[config.mk]
export PLATFORM = sky130hd
export DESIGN_NAME = tinycpu_core_flat
export DESIGN_NICKNAME = d
export VERILOG_FILES = /design/src/rtl/tinycpu_pkg.sv /design/src/rtl/tinycpu_if.sv /design/src/rtl/tinycpu_alu.sv /design/src/rtl/tinycpu_core.sv /design/src/flat_wrapper.sv
export SDC_FILE = /design/constraint.sdc
export NUM_CORES = 1
export LEC_CHECK = 0
export ABC_AREA = 0
export BUFFER_PORTS_ARGS = -buffer_cell sky130_fd_sc_hd__clkbuf_2
export CAP_MARGIN = 20
export CORE_MARGIN = 8
export CORE_UTILIZATION = 52
export DETAILED_ROUTE_END_ITERATION = 8
export MAX_ROUTING_LAYER = met4
export PLACE_DENSITY = 0.85
export SYNTH_ARGS = -nofsm -noshare
export SYNTH_HDL_FRONTEND = slang
export SYNTH_SLANG_ARGS = --single-unit
export TNS_END_PERCENT = 20
[constraint.sdc]
create_clock -name clk -period 2.8 [get_ports clk]
set_input_delay 0.42 -clock clk [delete_from_list [all_inputs] [get_ports clk]]
set_output_delay 0.42 -clock clk [all_outputs]
set_load 0.03 [all_outputs]
[src/rtl/tinycpu_pkg.sv]
`default_nettype none
//============================================================================
// Module : tinycpu_pkg
// Brief  : Instruction type codes, ALU function codes and FSM states.
// Rev    : 1.0  initial release
//============================================================================
package tinycpu_pkg;

    typedef enum logic [2:0] {
        TYPE_ALU   = 3'b000,
        TYPE_LOAD  = 3'b001,
        TYPE_STORE = 3'b010,
        TYPE_IMM   = 3'b011,
        TYPE_JUMP  = 3'b100,
        TYPE_CJUMP = 3'b101,
        TYPE_HALT  = 3'b110,
        TYPE_NOP   = 3'b111
    } instr_type_e;

    typedef enum logic [2:0] {
        FN_ADD = 3'b000,
        FN_AND = 3'b001,
        FN_OR  = 3'b010,
        FN_XOR = 3'b011,
        FN_NOT = 3'b100,
        FN_EQ  = 3'b101,
        FN_LTU = 3'b110,
        FN_ASR = 3'b111
    } alu_fn_e;

    typedef enum logic [1:0] {
        ST_RUN  = 2'd0,
        ST_MEM  = 2'd1,
        ST_HALT = 2'd2
    } state_e;

endpackage
`default_nettype wire

[src/rtl/tinycpu_if.sv]
`default_nettype none
//============================================================================
// Module : tinycpu_if
// Brief  : Request/acknowledge data-memory bus between core and memory/IO.
// Rev    : 1.0  initial release
//============================================================================
interface tinycpu_if #(
    parameter int DW = 4,
    parameter int AW = 3
);
    logic          d_req;
    logic          d_we;
    logic [AW-1:0] d_addr;
    logic [DW-1:0] d_wdata;
    logic [DW-1:0] d_rdata;
    logic          d_ack;

    modport master (
        output d_req, d_we, d_addr, d_wdata,
        input  d_rdata, d_ack
    );

    modport slave (
        input  d_req, d_we, d_addr, d_wdata,
        output d_rdata, d_ack
    );
endinterface
`default_nettype wire

[src/rtl/tinycpu_alu.sv]
`default_nettype none
//============================================================================
// Module : tinycpu_alu
// Brief  : Combinational ALU; compares return 0/1 zero-extended to DW.
// Rev    : 1.0  initial release
//============================================================================
module tinycpu_alu
    import tinycpu_pkg::*;
#(
    parameter int DW = 4
) (
    input  alu_fn_e       fn,
    input  logic [DW-1:0] a,
    input  logic [DW-1:0] b,
    output logic [DW-1:0] y
);

    always_comb begin
        y = '0;
        case (fn)
            FN_ADD: y = a + b;
            FN_AND: y = a & b;
            FN_OR:  y = a | b;
            FN_XOR: y = a ^ b;
            FN_NOT: y = ~a;
            FN_EQ:  y = DW'(a == b);
            FN_LTU: y = DW'(a < b);
            FN_ASR: y = {a[DW-1], a[DW-1:1]};
            default: y = '0;
        endcase
    end

endmodule
`default_nettype wire

[src/rtl/tinycpu_core.sv]
`default_nettype none
//============================================================================
// Module : tinycpu_core
// Brief  : Single-issue TinySoC core with stalling data bus and HALT.
//          Macro TINYCPU_GPIO_EN maps [rs1][DW-1]=1 accesses to gpo/gpi.
// Rev    : 1.0  initial release
//============================================================================
module tinycpu_core
    import tinycpu_pkg::*;
#(
    parameter  int DW = 4,
    parameter  int RA = 2,
    parameter  int PW = 3,
    parameter  int AW = 3,
    localparam int IW = 3*RA + 6
) (
    input  logic          clk,
    input  logic          rst_n,
    input  logic          en,
    output logic [PW-1:0] i_addr,
    input  logic [IW-1:0] instr,
    tinycpu_if.master     dbus,
    output logic [3:0]    gpo,
    input  logic [3:0]    gpi,
    output logic          halted
);

    state_e        r_state;
    logic [PW-1:0] r_pc;
    logic          r_d_req;
    logic          r_d_we;
    logic [AW-1:0] r_d_addr;
    logic [DW-1:0] r_d_wdata;
    logic [RA-1:0] r_mem_rd;
    logic [3:0]    r_gpo;
    logic          r_halted;
    logic [DW-1:0] r_regs [2**RA];

    instr_type_e   w_type;
    alu_fn_e       w_fn;
    logic [RA-1:0] w_rd;
    logic [RA-1:0] w_rs2;
    logic [RA-1:0] w_rs1;
    logic [RA-1:0] w_rb_addr;
    logic [DW-1:0] w_imm;
    logic [DW-1:0] w_ra;
    logic [DW-1:0] w_rb;
    logic [DW-1:0] w_alu_y;
    logic [PW-1:0] w_pc_inc;
    logic          w_gpio;
    logic          w_rf_we;
    logic [RA-1:0] w_rf_waddr;
    logic [DW-1:0] w_rf_wdata;

    assign w_type   = instr_type_e'(instr[IW-1 -: 3]);
    assign w_rd     = instr[IW-4 -: RA];
    assign w_rs2    = instr[IW-4-RA -: RA];
    assign w_rs1    = instr[3 +: RA];
    assign w_fn     = alu_fn_e'(instr[2:0]);
    assign w_imm    = DW'(instr[2*RA+2:0]);
    assign w_pc_inc = r_pc + PW'(1);

    // Second read port serves rs2, except for STORE where it supplies [rd].
    assign w_rb_addr = (w_type == TYPE_STORE) ? w_rd : w_rs2;
    assign w_ra      = r_regs[w_rs1];
    assign w_rb      = r_regs[w_rb_addr];

`ifdef TINYCPU_GPIO_EN
    assign w_gpio = w_ra[DW-1];
`else
    assign w_gpio = 1'b0;
`endif

    tinycpu_alu #(.DW(DW)) u_alu (
        .fn (w_fn),
        .a  (w_ra),
        .b  (w_rb),
        .y  (w_alu_y)
    );

    always_comb begin
        w_rf_we    = 1'b0;
        w_rf_waddr = w_rd;
        w_rf_wdata = w_alu_y;
        case (r_state)
            ST_RUN: begin
                if (en) begin
                    if (w_type == TYPE_ALU) begin
                        w_rf_we = 1'b1;
                    end else if (w_type == TYPE_IMM) begin
                        w_rf_we    = 1'b1;
                        w_rf_wdata = w_imm;
                    end else if (w_type == TYPE_LOAD && w_gpio) begin
                        w_rf_we    = 1'b1;
                        w_rf_wdata = DW'(gpi);
                    end
                end
            end
            ST_MEM: begin
                if (dbus.d_ack && !r_d_we) begin
                    w_rf_we    = 1'b1;
                    w_rf_waddr = r_mem_rd;
                    w_rf_wdata = dbus.d_rdata;
                end
            end
            default: ;
        endcase
    end

    always_ff @(posedge clk or negedge rst_n) begin
        if (!rst_n) begin
            for (int i = 0; i < 2**RA; i++) r_regs[i] <= '0;
        end else if (w_rf_we) begin
            r_regs[w_rf_waddr] <= w_rf_wdata;
        end
    end

    always_ff @(posedge clk or negedge rst_n) begin
        if (!rst_n) begin
            r_state   <= ST_RUN;
            r_pc      <= '0;
            r_d_req   <= 1'b0;
            r_d_we    <= 1'b0;
            r_d_addr  <= '0;
            r_d_wdata <= '0;
            r_mem_rd  <= '0;
            r_gpo     <= '0;
            r_halted  <= 1'b0;
        end else begin
            case (r_state)
                ST_RUN: begin
                    if (en) begin
                        case (w_type)
                            TYPE_JUMP:  r_pc <= PW'(w_ra);
                            TYPE_CJUMP: r_pc <= (w_rb != '0) ? PW'(w_ra) : w_pc_inc;
                            TYPE_HALT: begin
                                r_halted <= 1'b1;
                                r_state  <= ST_HALT;
                            end
                            TYPE_LOAD, TYPE_STORE: begin
                                if (w_gpio) begin
                                    if (w_type == TYPE_STORE) r_gpo <= 4'(w_rb);
                                    r_pc <= w_pc_inc;
                                end else begin
                                    // pc stays frozen until the bus acknowledges
                                    r_d_req   <= 1'b1;
                                    r_d_we    <= (w_type == TYPE_STORE);
                                    r_d_addr  <= w_ra[AW-1:0];
                                    r_d_wdata <= w_rb;
                                    r_mem_rd  <= w_rd;
                                    r_state   <= ST_MEM;
                                end
                            end
                            default: r_pc <= w_pc_inc;
                        endcase
                    end
                end
                ST_MEM: begin
                    if (dbus.d_ack) begin
                        r_d_req <= 1'b0;
                        r_pc    <= w_pc_inc;
                        r_state <= ST_RUN;
                    end
                end
                default: ;
            endcase
        end
    end

    assign i_addr       = r_pc;
    assign dbus.d_req   = r_d_req;
    assign dbus.d_we    = r_d_we;
    assign dbus.d_addr  = r_d_addr;
    assign dbus.d_wdata = r_d_wdata;
    assign gpo          = r_gpo;
    assign halted       = r_halted;

endmodule
`default_nettype wire

[src/flat_wrapper.sv]
// flat-port wrapper written by rule: the top's interface ports become plain ports
module tinycpu_core_flat import tinycpu_pkg::*;
#(
    parameter  int DW = 4,
    parameter  int RA = 2,
    parameter  int PW = 3,
    parameter  int AW = 3,
    localparam int IW = 3*RA + 6
)
  (clk, rst_n, en, i_addr, instr, gpo, gpi, halted, dbus_d_req, dbus_d_we, dbus_d_addr, dbus_d_wdata, dbus_d_rdata, dbus_d_ack);
  tinycpu_if #(.DW(DW), .AW(AW)) dbus_i ();
  input  logic clk;
  input  logic rst_n;
  input  logic en;
  output logic [PW-1:0] i_addr;
  input  logic [IW-1:0] instr;
  output logic [3:0] gpo;
  input  logic [3:0] gpi;
  output logic halted;
  output wire logic [$bits(dbus_i.d_req)-1:0] dbus_d_req;
  output wire logic [$bits(dbus_i.d_we)-1:0] dbus_d_we;
  output wire logic [$bits(dbus_i.d_addr)-1:0] dbus_d_addr;
  output wire logic [$bits(dbus_i.d_wdata)-1:0] dbus_d_wdata;
  input wire logic [$bits(dbus_i.d_rdata)-1:0] dbus_d_rdata;
  input wire logic [$bits(dbus_i.d_ack)-1:0] dbus_d_ack;
  assign dbus_d_req = dbus_i.d_req;
  assign dbus_d_we = dbus_i.d_we;
  assign dbus_d_addr = dbus_i.d_addr;
  assign dbus_d_wdata = dbus_i.d_wdata;
  assign dbus_i.d_rdata = dbus_d_rdata;
  assign dbus_i.d_ack = dbus_d_ack;
  tinycpu_core #(.DW(DW), .RA(RA), .PW(PW), .AW(AW)) u_core (.clk(clk), .rst_n(rst_n), .en(en), .i_addr(i_addr), .instr(instr), .dbus(dbus_i), .gpo(gpo), .gpi(gpi), .halted(halted));
endmodule
# == Word-level counts from Yosys, hierarchy flattened ==
# Index checks and enable logic that the tools add are counted.
# totals
reg_bits,33
output_inout_bits,17
wordCells,97
# op_classes
n_addsub,2
magnitude_cmp,5
eq_ne,20
mux,36
bitwise,7
reduce_logical,15
# ops
cell,count
two-way mux 4 bit,9
case mux 4 bit (8 select lines),1
== test 3 bit (second input constant),7
binary-select mux 4 bit (select 2 bit),2
bitwise mux 16 bit,1
== test 3 x 2 -> 1 bit (second input constant),4
AND reduction 4 bit,3
two-way mux 2 bit,5
>= comparator 3 bit (second input constant),3
two-way mux 3 bit,3
inverter 2 -> 3 bit,3
case mux 3 bit (3 select lines),1
demux 4 bit (select 2 bit),1
case mux 2 bit (2 select lines),2
case mux 4 bit (2 select lines),1
two-way mux 1 bit,7
== test 3 x 1 -> 1 bit (second input constant),2
logical NOT 3 bit,2
!= test 2 bit (second input constant),3
case mux 3 bit (2 select lines),1
AND reduction 3 bit,2
adder 4 bit,1
bitwise AND 4 bit,1
== test 4 bit,1
other kinds (17),19

# == Depth between registers and ports, before layout ==
# logic_depth
word_depth,13
ltp_mapped,12

# == Cells and area by module ==
# A second synthesis with hierarchy kept.
# unflattened
hier_cells,239
hier_area_um2,2557.5
# modules_own_cells
module,instances,cells_per_inst,area_per_inst_um2,seq_area_each_um2
tinycpu_core,1,168,2033.2,825.8
tinycpu_alu,1,71,524.3,0.0

# == Worst setup path before layout ==
# Ideal clock, no wire load.
# synth_timing
kind,input-to-reg
startpoint,in instr[8]
endpoint,reg u_core.r_regs[1] (netlist name)
setup_ps,125
arrival_time_ps,2924
t_required_ps,2675
slack_ps,-249
path_stages,11
path_buffers,1
path_cell_list,clkbuf_1 > mux4_2 > mux2_2 > ha_1 > inv_1 > fa_1 > inv_1 > mux4_2 > o221ai_1 > o22ai_1 > mux2_2
# synth_between
elab_chain_cells,12
# synth_lines
element,line_no,rtl
"start, declared",flat_wrapper.sv:16,input logic [IW-1:0] instr;
two-way mux 2 bit (*),tinycpu_core.sv:64,assign w_rb_addr = (w_type == TYPE_STORE) ? w_rd : w_rs2;
inverter 2 -> 3 bit (implied by the code) (*),tinycpu_core.sv:66,assign w_rb = r_regs[w_rb_addr];
binary-select mux 4 bit (select 2 bit) (*),tinycpu_core.sv:66,
two-way mux 4 bit (implied by the code) (*) (2 in series),tinycpu_core.sv:66,
via u_core.u_alu.b[0],tinycpu_alu.sv:14,"input logic [DW-1:0] b,"
adder 4 bit (*),tinycpu_alu.sv:21,FN_ADD: y = a + b;
case mux 4 bit (8 select lines) (*),tinycpu_alu.sv:20,case (fn)
two-way mux 4 bit,tinycpu_core.sv:90,end else if (w_type == TYPE_IMM) begin
two-way mux 4 bit,tinycpu_core.sv:88,if (w_type == TYPE_ALU) begin
two-way mux 4 bit,tinycpu_core.sv:87,if (en) begin
case mux 4 bit (2 select lines) (*),tinycpu_core.sv:85,case (r_state)
bitwise mux 16 bit (*),tinycpu_core.sv:114,r_regs[w_rf_waddr] <= w_rf_wdata;
"end signal, assigned by index",tinycpu_core.sv:114,
"end, declared",tinycpu_core.sv:37,logic [DW-1:0] r_regs [2**RA];
# Mark *: on every way through the listed nets, which the timed path passes. The rest lies on a longest branch. The select of a mux whose other input is x is not followed.
# A chain may end at the register's enable or synchronous reset.

# == Final worst setup path ==
# layout_timing
startpoint,reg u_core.r_regs[0] (netlist name)
endpoint,reg u_core.r_regs[5] (netlist name)
# layout_between
elab_chain_cells,10
# layout_lines
element,line_no
binary-select mux 4 bit (select 2 bit) (*),tinycpu_core.sv:66
two-way mux 4 bit (implied by the code) (*) (2 in series),tinycpu_core.sv:66
via u_core.u_alu.b[0],tinycpu_alu.sv:14
adder 4 bit (*),tinycpu_alu.sv:21
case mux 4 bit (8 select lines) (*),tinycpu_alu.sv:20
two-way mux 4 bit,tinycpu_core.sv:90
two-way mux 4 bit,tinycpu_core.sv:88
two-way mux 4 bit,tinycpu_core.sv:87
case mux 4 bit (2 select lines) (*),tinycpu_core.sv:85
bitwise mux 16 bit (*),tinycpu_core.sv:114
# Marks and branches as above.

==> reports/results.ini <==
[run_status]
outcome = finished clean

[die]
die_area_sq_mm = 0.00788
coreArea_sq_mm = 0.00511
row_count = 26
fp.dieW_microns = 88.8
ios = 41
initial_core_util_pct = 53.9
die_h_microns = 88.8

[detailed_routing]
post-route-drc-count = 0
vias_per_cell = 6.04
avgRoutedWirePerCell_microns = 17.8
drtIter0Drc = 226
num_vias = 2360
ant_nets = 0
drt-total-wl_microns = 6950
drt_pass1_iterations = 4

[sta]
finalHoldViolations = 0
min_period_ns = 2.80
maxSlewHeadroom_pct = 46.0
rsz0062_at_grt = true
final_max_slew_viol_count = 0
worstMarginPinSlew_ns = 0.811
worst_clock_skew_ns = 0.00661
finalSetupViolations = 0
postLayoutSetupSlackWorst_ns = 0.00438
min_period_over_period_pct = 99.8
fmax_mhz = 358

[layout]
mostFrequentLayoutCells = clkbuf_2 (32), dfrtp_1 (31), buf_4 (28)
drive_gt1_share_pct = 36.8
area_growth_pct = 18.3
fillers = 421
multi_input_area_sq_mm = 0.00181
layout.nets = 358
utilization_pct = 63.8
layout_commonest_cell = clkbuf_2
seq_area_sq_um = 828
num_antenna_cells = 0

[clock_network]
holdBufCountCts = 0
clk_pin_slew_ns = 0.08
cts_root_buf = clkbuf_8
clock_latency_ns = 0.29
cts_buffer_depth = 2
cts_buffers = 5
cts_max_level = 2
cts.sinks = 33
cts_tree = built

[global_routing]
grt_pass1_wl_microns = 11500
grt_antenna_before_repair = 0
grtUsageTotal_pct = 19.2
grt_max_degree = 34
grt_pass1_vias = 2419
grt-ovfl-total = 0

[setup_path]
crit_fanout = 4
crit_chain = mux4_2 > mux2_4 > ha_4 > inv_2 > fa_1 > inv_1 > mux4_2 > o221ai_2 > o22ai_2 > mux2_4
crit_type = reg2reg
worst_ep_arrival_time_ns = 2.97
start_kind = register
crit_buf_inv = 2
worstPathRequired_ns = 2.98
slowest_delay_ns = 0.49
cp_top_family = multiplexers
cp-end-kind = register
slowest_stage = mux4_2

[synthesis]
avgSynthCellArea_sq_um = 10.2
synth_cells = 269
yosysWarnings = 0
yosys.cell_types.count = 68
ys_seq_elements = 33
synth_ff_type = dfrtp_1
yosysSeqAreaShare_pct = 30.0
syn-cell-area_sq_mm = 0.00276
synth_edf_count = 0
async_flop_share_pct = 100

[power]
power.density_mw_per_mm2 = 913
p_leak_nw = 1.45
ir_drop_v = 0.000421

[job]
drv_cap = 0

[worst_hold_path]
min_path_type = in2async

[placed_design]
dp_slack_ns = -0.216
hpwl_microns = 5340
gp_congestion = 0.837
port_buffers = 32

flip-flops by register name, indices dropped and copies added, names as in the netlist:
register             count
u_core.dbus.d_req        1
u_core.dbus.d_wdata      4
u_core.dbus.d_addr       3
u_core.i_addr            3
u_core.dbus.d_we         1
u_core.halted            1
u_core.r_regs           16
u_core.r_mem_rd          2
u_core.r_state           2
routing by layer:
metal  track usage [%]  vias up  share of wire (%)
met1              22.6     1159                 41
met4              8.29        0                2.6
met2              31.5       90                 51
met3              3.34       20                5.8
li1                  -     1091                  -
met5                 -        -                  0
repair_timing:
action                     in CTS  in global routing
buffers inserted                4                  0
setup endpoints to repair       4                 11
resized for setup               2                  3
pin swaps                       1                  3
cell type report:
cell class | count | share of cell area, %
Inverter | 16 | 1.84
Sequential cell | 33 | 25.4
Tap cell | 70 | 2.69
Clock buffer | 5 | 2.11
Timing Repair Buffer | 61 | 12.0
Multi-Input combinational cell | 203 | 55.4
Clock inverter | 3 | 0.538
power breakdown:
part	switching [mW]	internal (mW)	leakage, nW
sequential	0.222	0.675	0.410
combinational	0.877	0.834	0.994
clock	0.194	0.172	0.0439
total	1.29	1.68	1.45
metrics by stage:
stage / instance area [sq um] / power, mW / cells / TNS [ns] / hold WS, ns
after floorplan: 2830 / 2.00 / 272 / -0.0612 / 0.124
after global placement: 3150 / 2.45 / 379 / -0.954 / 0.452
after detailed placement: 3150 / 2.54 / 379 / -2.70 / 0.463
after CTS: 3260 / 2.95 / 391 / -0.00109 / 0.238
after global routing: 3260 / 3.18 / 391 / -0.284 / 0.279
final: 3260 / 2.97 / 391 / 0 / 0.195
synthesized netlist by cell type, drive strengths merged, types with 3 or more instances:
library cell	count	area, sq um
nor3	4	25.0
inv	16	60.1
buf	14	105
o21ai	11	58.8
o22a	4	35.0
xnor2	3	26.3
nand4	3	18.8
dfrtp	33	826
a21oi	8	43.8
nand3	6	30.0
mux2	14	158
a31oi	4	25.0
a22oi	3	22.5
o31ai	4	35.0
clkbuf	6	22.5
nand2	24	90.1
nor2	20	77.6
nand2b	8	50.1
mux4	14	330
o22ai	4	37.5
nand3b	3	22.5
mux2i	7	70.1
ha	13	163
kinds of logic after synthesis:
family / synth area share (%)
flops: 30.0
xor+xnor: 1.27
fa+ha+maj: 6.63
other cells: 0.136
compound gates: 16.4
buf+inv: 6.81
simple gates: 18.5
mux: 20.3
worst paths after layout:
kind                       cells after the start                         start  slack [ns]                                 end
max                                           10  u_core.r_regs[0]$_DFFE_PN0P_       0.004        u_core.r_regs[5]$_DFFE_PN0P_
min                                            1                         rst_n        0.20  u_core.dbus.d_wdata[1]$_DFFE_PN0P_
max reg2reg                                   10  u_core.r_regs[0]$_DFFE_PN0P_       0.004        u_core.r_regs[5]$_DFFE_PN0P_
min reg2reg                                    2     u_core.halted$_DFFE_PN0P_        0.47           u_core.halted$_DFFE_PN0P_
max in group asynchronous                      1                         rst_n        2.03        u_core.r_regs[6]$_DFFE_PN0P_
min in group clk                               4                    dbus_d_ack        0.46       u_core.r_state[0]$_DFFE_PN0P_
Power figures use the tool's default switching activity.
